**src/rtl/logic_unit_pipe.sv**
```systemverilog
// rtl/logic_unit_pipe.sv - pipelined bitwise logic unit with valid/ready handshakes
//
// Purpose:
//   Computes XOR / OR / AND / PASS_A (plus XNOR / ORN / ANDN when the
//   LOGIC_ZBB_EN macro is defined) on the accept edge and carries the result
//   through a STAGES-deep register pipeline. Both sides use valid/ready
//   handshakes; a stalled output freezes the pipe without bubbles.
//
// Parameters:
//   WIDTH   operand/result width in bits (>= 1)
//   STAGES  pipeline register stages, legal 1..4
//
// Ports:
//   clk        rising-edge clock
//   rst_n      asynchronous active-low reset
//   flush      synchronous discard of every in-flight op
//   in_valid   upstream op valid
//   in_ready   unit accepts an op this cycle (combinational from out_ready)
//   op         3-bit operation code
//   a, b       operands
//   out_valid  result valid (last stage)
//   out_ready  downstream accepts result
//   Y          result
//   err        result came from an illegal op (qualified by out_valid)
//   busy       any stage holds a valid op
//
// Configuration macro:
//   LOGIC_ZBB_EN  when defined, ops 100/101/110 are XNOR/ORN/ANDN; otherwise
//                 they are illegal (Y=0, err=1). Op 111 is always illegal.

module logic_unit_pipe #(
  parameter int WIDTH  = 32,
  parameter int STAGES = 2
) (
  input  logic             clk,
  input  logic             rst_n,
  input  logic             flush,
  input  logic             in_valid,
  output logic             in_ready,
  input  logic [2:0]       op,
  input  logic [WIDTH-1:0] a,
  input  logic [WIDTH-1:0] b,
  output logic             out_valid,
  input  logic             out_ready,
  output logic [WIDTH-1:0] Y,
  output logic             err,
  output logic             busy
);

  generate
    if (STAGES < 1 || STAGES > 4) begin : g_bad_stages
      $error("logic_unit_pipe: STAGES must be in 1..4");
    end
    if (WIDTH < 1) begin : g_bad_width
      $error("logic_unit_pipe: WIDTH must be >= 1");
    end
  endgenerate

  localparam logic [2:0] OP_XOR  = 3'b000;
  localparam logic [2:0] OP_OR   = 3'b001;
  localparam logic [2:0] OP_AND  = 3'b010;
  localparam logic [2:0] OP_PASS = 3'b011;
`ifdef LOGIC_ZBB_EN
  localparam logic [2:0] OP_XNOR = 3'b100;
  localparam logic [2:0] OP_ORN  = 3'b101;
  localparam logic [2:0] OP_ANDN = 3'b110;
`endif

  // Per-stage state: valid flag, result data and error flag.
  logic [STAGES-1:0] v;
  logic [STAGES-1:0] adv;
  logic [STAGES-1:0] e;
  logic [WIDTH-1:0]  d [STAGES];

  logic [WIDTH-1:0]  res;
  logic              res_err;
  logic              accept;

  // Operation decode; everything not explicitly listed is illegal.
  always_comb begin
    res     = '0;
    res_err = 1'b0;
    case (op)
      OP_XOR:  res = a ^ b;
      OP_OR:   res = a | b;
      OP_AND:  res = a & b;
      OP_PASS: res = a;
`ifdef LOGIC_ZBB_EN
      OP_XNOR: res = ~(a ^ b);
      OP_ORN:  res = a | ~b;
      OP_ANDN: res = a & ~b;
`endif
      default: begin
        res     = '0;
        res_err = 1'b1;
      end
    endcase
  end

  // Advance chain, resolved from the output back to stage 0. A stage moves
  // its op on when its successor is empty or is itself moving, so a full
  // pipe with out_ready=1 streams one op per cycle with no bubbles. The
  // running term lives in a local so adv never reads its own bits.
  always_comb begin
    logic nxt;
    adv         = '0;
    nxt         = v[STAGES-1] & out_ready;
    adv[STAGES-1] = nxt;
    for (int i = STAGES - 2; i >= 0; i--) begin
      nxt    = v[i] & (~v[i+1] | nxt);
      adv[i] = nxt;
    end
  end

  // No skid buffer: readiness ripples straight back from out_ready.
  assign in_ready = ~flush & (~v[0] | adv[0]);
  assign accept   = in_valid & in_ready;

  always_ff @(posedge clk or negedge rst_n) begin
    if (!rst_n) begin
      v <= '0;
      e <= '0;
      for (int i = 0; i < STAGES; i++) begin
        d[i] <= '0;
      end
    end else begin
      // Stage 0: flush wins over a new accept (accept is already masked by
      // flush through in_ready, the explicit order keeps intent obvious).
      if (flush) begin
        v[0] <= 1'b0;
      end else if (accept) begin
        v[0] <= 1'b1;
      end else if (adv[0]) begin
        v[0] <= 1'b0;
      end
      if (accept) begin
        d[0] <= res;
        e[0] <= res_err;
      end

      // Later stages only move data; empty stages keep stale data.
      for (int i = 1; i < STAGES; i++) begin
        if (flush) begin
          v[i] <= 1'b0;
        end else if (adv[i-1]) begin
          v[i] <= 1'b1;
        end else if (adv[i]) begin
          v[i] <= 1'b0;
        end
        if (adv[i-1]) begin
          d[i] <= d[i-1];
          e[i] <= e[i-1];
        end
      end
    end
  end

  assign out_valid = v[STAGES-1];
  assign Y         = d[STAGES-1];
  assign err       = e[STAGES-1];
  assign busy      = |v;

  // A stalled result must stay put until taken (or flushed away).
  a_stall_stable : assert property (
    @(posedge clk) disable iff (!rst_n)
    (out_valid && !out_ready && !flush) |=> (out_valid && $stable(Y) && $stable(err))
  );

endmodule

```
**config.mk**
```make
export PLATFORM = sky130hd
export DESIGN_NAME = logic_unit_pipe
export DESIGN_NICKNAME = d
export VERILOG_FILES = /design/src/rtl/logic_unit_pipe.sv
export SDC_FILE = /design/constraint.sdc
export NUM_CORES = 1
export LEC_CHECK = 0
export CAP_MARGIN = 20
export CELL_PAD_IN_SITES_DETAIL_PLACEMENT = 1
export CELL_PAD_IN_SITES_GLOBAL_PLACEMENT = 1
export CORE_ASPECT_RATIO = 0.8
export CORE_MARGIN = 5
export CORE_UTILIZATION = 40
export CTS_BUF_LIST = sky130_fd_sc_hd__clkbuf_8
export CTS_CLUSTER_SIZE = 25
export DETAILED_ROUTE_END_ITERATION = 7
export DONT_BUFFER_PORTS = 1
export GPL_ROUTABILITY_DRIVEN = 0
export GPL_TIMING_DRIVEN = 1
export PLACE_DENSITY_LB_ADDON = 0.1
export SYNTH_ARGS = -nofsm -noshare
export SYNTH_HDL_FRONTEND = slang
export SYNTH_SLANG_ARGS = --single-unit
```
**constraint.sdc**
```tcl
create_clock -name clk -period 3.71 [get_ports clk]
set_input_delay 0.9275 -clock clk [delete_from_list [all_inputs] [get_ports clk]]
set_output_delay 0.9275 -clock clk [all_outputs]
set_load 0.02 [all_outputs]
```
# After elaboration in Yosys (flattened, before gate mapping)
# Index checks and enable logic that the tools add are counted.
# W data, S select, Z words.
[word_totals]
regBits = 68
latchBits = 0
ram_bits = 0
romBits = 0
out_inout_bits = 36
wordCells = 34
mem_count = 0
[op_classes]
addsub = 0
multipliers = 0
div_mod_pow = 0
order_cmp = 0
n_eq_ne = 3
shifts = 0
n_mux = 8
bitwise_logic = 12
reduce_logical = 5
[ops]
columns = ["operator", "n"]
rows = [
  ["$pmux W32 S4", 1],
  ["$and A32 B32 Y32", 1],
  ["$or A32 B32 Y32", 1],
  ["$xor A32 B32 Y32", 1],
  ["$mux W1", 7],
  ["$eq A3 B2 Y1 const B", 2],
  ["$reduce_bool A3 Y1", 2],
  ["$and A1 B1 Y1", 4],
  ["$reduce_or A4 Y1", 1],
  ["$eq A3 B1 Y1 const B", 1],
  ["$logic_not A3 Y1", 1],
  ["$not A1 Y1", 3],
  ["$or A1 B1 Y1", 2],
  ["$reduce_or A2 Y1", 1],
]

# Depth between registers and ports, before layout
# Gate-level depths: netlist of the first run.
[logic_depth]
depth_word = 8
depth_mapped = 5
ltp_nobuf = 5

# Worst setup path after synthesis of the first run
# No wires, ideal clock.
[synth_path]
path_kind = "input-to-output"
from = "input port out_ready"
to = "output port in_ready"
arrival_ps = 1412
t_required_ps = 2783
setup_slack_ps = 1371
stages = 2
n_path_buf = 0
path_cell_list = "and3b_1 nor2_1"
[synth_via]
elab_chain_len = 5
[synth_rtl]
columns = ["element", "line", "source"]
rows = [
  ["from (decl)", "44", "input logic out_ready,"],
  ["$and A1 B1 Y1", "107", "nxt = v[STAGES-1] & out_ready;"],
  ["$or A1 B1 Y1", "110", "nxt = v[i] & (~v[i+1] | nxt);"],
  ["$and A1 B1 Y1", "110", ""],
  ["$or A1 B1 Y1", "116", "assign in_ready = ~flush & (~v[0] | adv[0]);"],
  ["$and A1 B1 Y1", "116", ""],
  ["to (decl)", "39", "output logic in_ready,"],
]
# Every way passes these cells.

# Worst setup path after layout of the first run
# Ends and elaborated chain as after synthesis.

==> impl_metrics.py, run 1 <==
metrics = {
    "status": {
        "status": "finished, final reports clean",
    },
    "synthesis": {
        "synth_largest_area_cell": "dfrtp_1",
        "synthAdderAreaFrac_pct": 16.82,
        "synthTopCellsByArea": "dfrtp_1 36%, ha_1 17%, mux4_2 12%",
        "synth.area.mux_share_pct": 23.66,
        "synthXorXnorAreaFrac_pct": 0,
        "ys_ff_latch": 68,
        "synth_top_family_by_area": "multiplexers",
        "synth_compound_area_share_pct": 6.178,
        "ys_warn_count": 0,
        "yosys.area_share.simple_pct": 1.157,
        "yosys.area.top_type_share_pct": 35.75,
        "yosysSeqAreaShare_pct": 35.75,
        "synth_cell_types": 19,
        "syn_nets": 525,
        "syn_inst": 389,
        "syn_avg_cell_area_um2": 12.24,
        "syn-cell-area_um2": 4760,
    },
    "pwr": {
        "pwr_density_cell_nw_per_um2": 392.9,
        "vdd_drop_max_mv": 0.1396,
        "clockPowerShare_pct": 28.8,
        "internal_power_uw": 1315,
        "seq_power_share_pct": 56.0,
        "power.leakage_uw": 0.002477,
        "p_comb_share_pct": 15.2,
        "switching_share_pct": 29.24,
        "p_sw_uw": 543.4,
    },
    "sta": {
        "max_freq_mhz": 418.6,
        "rsz0062_at_grt": "false",
        "setup_ws_ns": 1.321,
        "drv_slew": 0,
        "skew_ns": 0.008033,
        "worst_pin_slew_ns": 0.7994,
        "fin_crit_sh_pct": 64.40,
        "finalSetupViolCount": 0,
        "maxSlewHeadroom_pct": 46.71,
        "tns_ns": 0,
        "hold_viol_final": 0,
        "period_minus_slack_ns": 2.389,
    },
    "global_route": {
        "grt.total_usage_pct": 13.69,
        "grt_max_degree": 69,
        "grt_pass1_vias": 2936,
        "antenna_found_initial": 0,
        "grt_overflow": 0,
        "grt_pass1_wl_um": 15580,
    },
    "critical_path": {
        "timing.reg2reg.setup_slack_ns": 1.62,
        "critical-path-top-delay-family": "simple AND/OR/NAND/NOR gates",
        "cp_num_buf_inv": 0,
        "worstSetupPathType": "in2out",
        "crit_slowest_cell": "nor2_1",
        "critical_path.cell_chain": "and3b_1 -> nor2_1",
        "crit_path_max_fanout": 4,
        "worst_path_largest_cell_delay_ns": 0.32,
        "arrival_ns": 1.46,
        "critPathRequiredTime_ns": 2.78,
        "cp-end-kind": "output port",
        "critPathLaunchType": "primary input",
    },
    "final_layout": {
        "diodes": 0,
        "syn2layout_area_growth_pct": -0.6046,
        "layout-drive-gt1-share_pct": 22.19,
        "stdcell_area_um2": 4731,
        "stdcell_count": 504,
        "nets": 488,
    },
    "die": {
        "io_pins": 108,
        "die-width_um": 132.0,
        "core_area_um2": 11560,
        "row_count": 35,
        "start_util_pct": 41.17,
        "die_h_um": 107.6,
        "dieArea_um2": 14190,
    },
    "drt": {
        "first_pass_iters": 4,
        "postRouteAntennaNets": 0,
        "wl_um": 9094,
        "drtIter0Drc": 76,
        "wire_per_inst_um": 18.04,
        "num_vias": 2624,
        "drc_errors": 0,
        "vias_per_cell": 5.206,
    },
    "place": {
        "place_area_um2": 4562,
        "dp_slack_ns": 1.240,
        "placement.io_buffers": 0,
        "place_inst": 489,
        "dp_hpwl_um": 6557,
    },
    "clock_tree": {
        "post_cts_buffers": 0,
        "htree_levels": 3,
        "cts-root-buf": "clkbuf_8",
        "clk_pin_slew_ns": 0.07,
        "numCtsBuffers": 9,
        "cts_sinks": 68,
        "cts_tree": "built",
        "postCtsHoldBufs": 0,
        "clk_latency_ns": 0.34,
        "cts_buffer_depth": 2,
        "cts_resized": 0,
    },
    "worst_hold_path": {
        "hp-class": "in2async",
    },
    "run": {
        "cap_violations": 0,
    },
}
## per-stage QoR
step                      util [%]  power [µW]  hold WS, ns
after floorplan                  -        1389       0.4689
after global placement       39.46        1331       0.4836
after detailed placement     39.46        1351       0.4905
after CTS                    40.92        1906       0.2522
after global routing         40.92        1975       0.2521
final                        40.92        1859       0.2826
## Yosys cell counts, drive strengths merged
| cell type | number |
|---|---|
| a22o | 32 |
| mux2 | 34 |
| ha | 64 |
| nor3b | 1 |
| and3b | 1 |
| buf | 50 |
| nor2 | 4 |
| a21oi | 1 |
| inv | 98 |
| o21ai | 1 |
| mux4 | 32 |
| nand2b | 1 |
| dfrtp | 68 |
| or2 | 1 |
| nor2b | 1 |
## per-layer routing
layer | GRT usage, % | vias up | routed length [µm]
met5 | 0 | - | 0
met4 | 4.185 | 0 | 110
met3 | 5.748 | 8 | 844
met2 | 23.25 | 67 | 4527
met1 | 15.79 | 1359 | 3612
li1 | - | 1190 | -
## final timing paths
check,start,endpoint,depth (start not counted)
setup / recovery,out_ready,in_ready,2
hold / removal,rst_n,d[38]$_DFFE_PN0P_,0
setup reg to reg,v[1]$_DFFE_PN0P_,Y[12]$_DFFE_PN0P_,4
hold reg to reg,d[42]$_DFFE_PN0P_,Y[10]$_DFFE_PN0P_,1
max in group asynchronous,rst_n,Y[30]$_DFFE_PN0P_,0
min in group clk,d[42]$_DFFE_PN0P_,Y[10]$_DFFE_PN0P_,1
## worst reg2reg max path, cell delays in order (launching register included)
cell	delay [ns]
dfrtp_1	0.52
inv_1	0.13
o21ai_4	0.60
buf_4	0.36
mux2_2	0.36
## cells in the final DEF, fill, tap and decap left out
cell type	n
ha_1	64
a21oi_1	1
nor3b_4	1
buf_4	2
nor2_1	4
nand2b_2	1
mux4_1	6
dfrtp_1	68
nor2b_1	1
mux2_2	34
clkinv_2	2
o21ai_4	1
or2_2	1
inv_1	100
mux4_2	26
and3b_1	1
a22o_1	32
clkbuf_8	11
## flip-flops by register name (all words and copies together) (netlist names)
register and cells:
e 2, Y 32, v 2, d 32
## area by class of cell
type	instances	area, µm²
Timing Repair Buffer	2	15.01
Fill cell	1252	6830
Multi-Input combinational cell	173	2292
Sequential cell	68	1702
Clock inverter	4	17.52
Clock buffer	11	151.4
Tap cell	148	185.2
Inverter	98	367.9
## power by group through the flow
stage          Sequential (µW)  Combinational (µW)  Clock (µW)
6_report                  1040                 282         535
3_3_place_gp              1060                 273           0
4_1_cts                   1050                 290         566
2_1_floorplan              922                 468           0
5_1_grt                   1060                 323         591
3_5_place_dp              1060                 288           0
## kinds of logic after synthesis
family                   Yosys count
buffers and inverters            148
adder cells (fa/ha/maj)           64
multiplexers                      66
flip-flops                        68
AND/OR/NAND/NOR                    9
AO/OA/AOI/OAI                     34
Power figures use the tool's default switching activity.
==> run 2: changes to the inputs <==
--- a/config.mk
+++ b/config.mk
@@ -5,6 +5,7 @@
 export SDC_FILE = /design/constraint.sdc
 export NUM_CORES = 1
 export LEC_CHECK = 0
+export ABC_AREA = 1
 export CAP_MARGIN = 20
 export CELL_PAD_IN_SITES_DETAIL_PLACEMENT = 1
 export CELL_PAD_IN_SITES_GLOBAL_PLACEMENT = 1
==> constraint.sdc (replaced) <==
create_clock -name clk -period 2.17 [get_ports clk]
set_input_delay 0.5425 -clock clk [delete_from_list [all_inputs] [get_ports clk]]
set_output_delay 0.5425 -clock clk [all_outputs]
set_load 0.02 [all_outputs]
==> run 2 against run 1 <==
Hold slack got worse by 0.19 ns. Global-route usage rose by 5.8 points. Critical path depth fell by 1. Critical path type is now reg2out.
==> impl_metrics.py, run 2 <==
metrics = {
    "synthesis": {
        "syn-cell-area_um2": 5229,
        "yosysMostFrequentCell": "nand2_1",
        "yosysSeqAreaShare_pct": 32.54,
        "yosys.area_share.simple_pct": 31.99,
        "ys_warn_count": 0,
        "async_reset_ff_share_pct": 100.0,
        "syn_nets": 848,
        "synthXorXnorAreaFrac_pct": 0,
        "synth_largest_area_cell": "dfrtp_1",
        "yosys.area.top_type_share_pct": 32.54,
        "syn_inst": 712,
        "synth_top_family_by_area": "simple AND/OR/NAND/NOR gates",
        "synthTopCellsByArea": "dfrtp_1 33%, ha_1 15%, nand2_1 14%",
        "synth_cell_types": 20,
        "synth_edf_count": 0,
        "synth_compound_area_share_pct": 3.494,
        "synth_ff_type": "dfrtp_1",
        "ys_ff_latch": 68,
        "syn_avg_cell_area_um2": 7.344,
        "ys_top_cells_by_count": "196 x nand2_1, 101 x inv_1, 96 x nand3_1, 68 x dfrtp_1",
        "synth.area.mux_share_pct": 0,
        "synthAdderAreaFrac_pct": 15.31,
    },
    "clock_tree": {
        "clk_pin_slew_ns": 0.08,
        "clk_latency_ns": 0.34,
        "htree_levels": 3,
        "cts_buffer_depth": 2,
        "cts_sinks": 68,
        "cts_tree": "built",
        "cts-root-buf": "clkbuf_8",
        "numCtsBuffers": 9,
        "cts_resized": 0,
    },
    "pwr": {
        "vdd_drop_max_mv": 0.2570,
        "clockPowerShare_pct": 34.1,
        "p_comb_share_pct": 15.1,
        "power.leakage_uw": 0.003126,
        "seq_power_share_pct": 50.8,
        "switching_share_pct": 32.10,
        "pwr_density_cell_nw_per_um2": 591.2,
        "p_sw_uw": 1006,
        "internal_power_uw": 2128,
    },
    "place": {
        "place_inst": 818,
        "dp_hpwl_um": 10290,
        "placement.io_buffers": 0,
    },
    "global_route": {
        "grt_max_degree": 69,
        "grt_pass1_vias": 4548,
        "grt_pass1_wl_um": 24080,
        "grt_overflow": 0,
        "grt.total_usage_pct": 19.47,
        "antenna_found_initial": 0,
    },
    "sta": {
        "finalSetupViolCount": 0,
        "maxSlewHeadroom_pct": 69.98,
        "period_minus_slack_ns": 1.773,
        "rsz0062_at_grt": "false",
        "skew_ns": 0.01340,
        "tns_ns": 0,
        "fin_crit_sh_pct": 81.69,
        "hold_viol_final": 0,
        "max_freq_mhz": 564.1,
        "worst_pin_slew_ns": 0.4497,
        "drv_slew": 0,
    },
    "die": {
        "dieArea_um2": 15470,
        "start_util_pct": 40.77,
        "die_h_um": 112.3,
        "row_count": 37,
        "io_pins": 108,
        "die-width_um": 137.8,
        "core_area_um2": 12820,
    },
    "drt": {
        "postRouteAntennaNets": 0,
        "wire_per_inst_um": 17.29,
        "wl_um": 14440,
        "vias_per_cell": 5.198,
        "num_vias": 4340,
        "first_pass_iters": 5,
        "drc_errors": 0,
        "drtIter0Drc": 200,
    },
    "final_layout": {
        "stdcell_count": 835,
        "layout-drive-gt1-share_pct": 5.303,
        "layout_commonest_cell": "nand2_1",
        "diodes": 0,
        "nFillCells": 1633,
        "syn2layout_area_growth_pct": 1.364,
        "nets": 791,
        "final_cell_mix": "196 x nand2_1, 101 x inv_1, 96 x nand3_1, 68 x dfrtp_1",
    },
    "critical_path": {
        "worstSetupPathType": "reg2out",
        "reg2reg_depth": 6,
        "crit_slowest_cell": "dfrtp_1",
        "timing.reg2reg.setup_slack_ns": 0.59,
        "cp-end-kind": "output port",
        "critPathRequiredTime_ns": 1.63,
        "cp_num_buf_inv": 0,
        "critical-path-top-delay-family": "flip-flops",
        "critical_path.cell_chain": "or2_2",
        "rr_endpoint": "d[51]$_DFFE_PN0P_",
        "timing.rr.start": "v[1]$_DFFE_PN0P_",
        "crit_path_max_fanout": 4,
        "critPathLaunchType": "flop",
        "worst_path_largest_cell_delay_ns": 0.49,
        "arrival_ns": 1.23,
    },
    "status": {
        "status": "finished, final reports clean",
    },
    "worst_hold_path": {
        "hp-class": "in2async",
    },
    "run": {
        "cap_violations": 0,
    },
}
## run 2: cell count changes after synthesis, moves of 4 or more
cell | before | now
nand2_1 | 0 | 196
nand3_1 | 0 | 96
nand4_1 | 0 | 64
mux2_2 | 34 | 0
a22o_1 | 32 | 0
o21ai_1 | 0 | 32
buf_2 | 5 | 33
mux4_2 | 26 | 0
clkbuf_1 | 0 | 11
mux4_1 | 6 | 0
buf_4 | 36 | 32
buf_6 | 7 | 3
nor2_1 | 4 | 0
## run 2: what timing repair did
item,in CTS,in global routing
hold endpoints to repair,68,0
hold buffers,1,0
setup buffers,0,0
## run 2: how the worst max path moves through the flow
stage | cells past startpoint | from | end | slack [ns]
CTS | 1 | v[1]$_DFFE_PN0P_ | busy | 0.37
floorplan | 4 | out_ready | in_ready | 0.78
global route | 3 | v[1]$_DFFE_PN0P_ | in_ready | 0.32
detailed placement | 6 | op[1] | d[51]$_DFFE_PN0P_ | 0.53
global placement | 6 | op[1] | d[51]$_DFFE_PN0P_ | 0.58
finish | 1 | v[1]$_DFFE_PN0P_ | busy | 0.40
## run 2: layout make-up
class                           count  area [µm²]  area share (%)
Timing Repair Buffer               12       135.1           2.550
Multi-Input combinational cell    461        2656           50.12
Sequential cell                    68        1702           32.11
Tap cell                          175       219.0           4.131
Clock buffer                       10       137.6           2.597
Inverter                          103       386.6           7.295
Clock inverter                      6       63.81           1.204
## run 2: per-stage QoR
stage	area [µm²]	setup slack (ns)	power, µW	utilization [%]	hold slack [ns]
5_1_grt	5300	0.3202	3347	41.33	0.08696
6_report	5300	0.3973	3133	41.33	0.08976
2_1_floorplan	5229	0.7757	2064	-	0.2469
3_5_place_dp	5071	0.5290	2069	39.55	0.2488
4_1_cts	5300	0.3739	3188	41.33	0.07773
3_3_place_gp	5071	0.5846	2045	39.55	0.2486
## run 2: kinds of logic after synthesis
logic type | Yosys count
AOI/OAI and AO/OA | 36
adders and majority gates | 64
DFF | 68
and+or+nand+nor | 361
buffers and inverters | 183
## run 2: power groups by stage
stage	clock (µW)	sequential (µW)	combinational [µW]
2_1_floorplan	0	1480	583
3_3_place_gp	0	1610	430
4_1_cts	1110	1590	485
6_report	1070	1590	474
3_5_place_dp	0	1620	451
5_1_grt	1170	1610	564
## run 2: routing by layer
metal / share of wire [%] / track usage (%) / vias up
met2: 42 / 27.54 / 108
met5: 0 / 0 / -
met3: 7.9 / 5.152 / 14
li1: - / - / 2148
met1: 49 / 29.25 / 2070
met4: 1.3 / 5.003 / 0
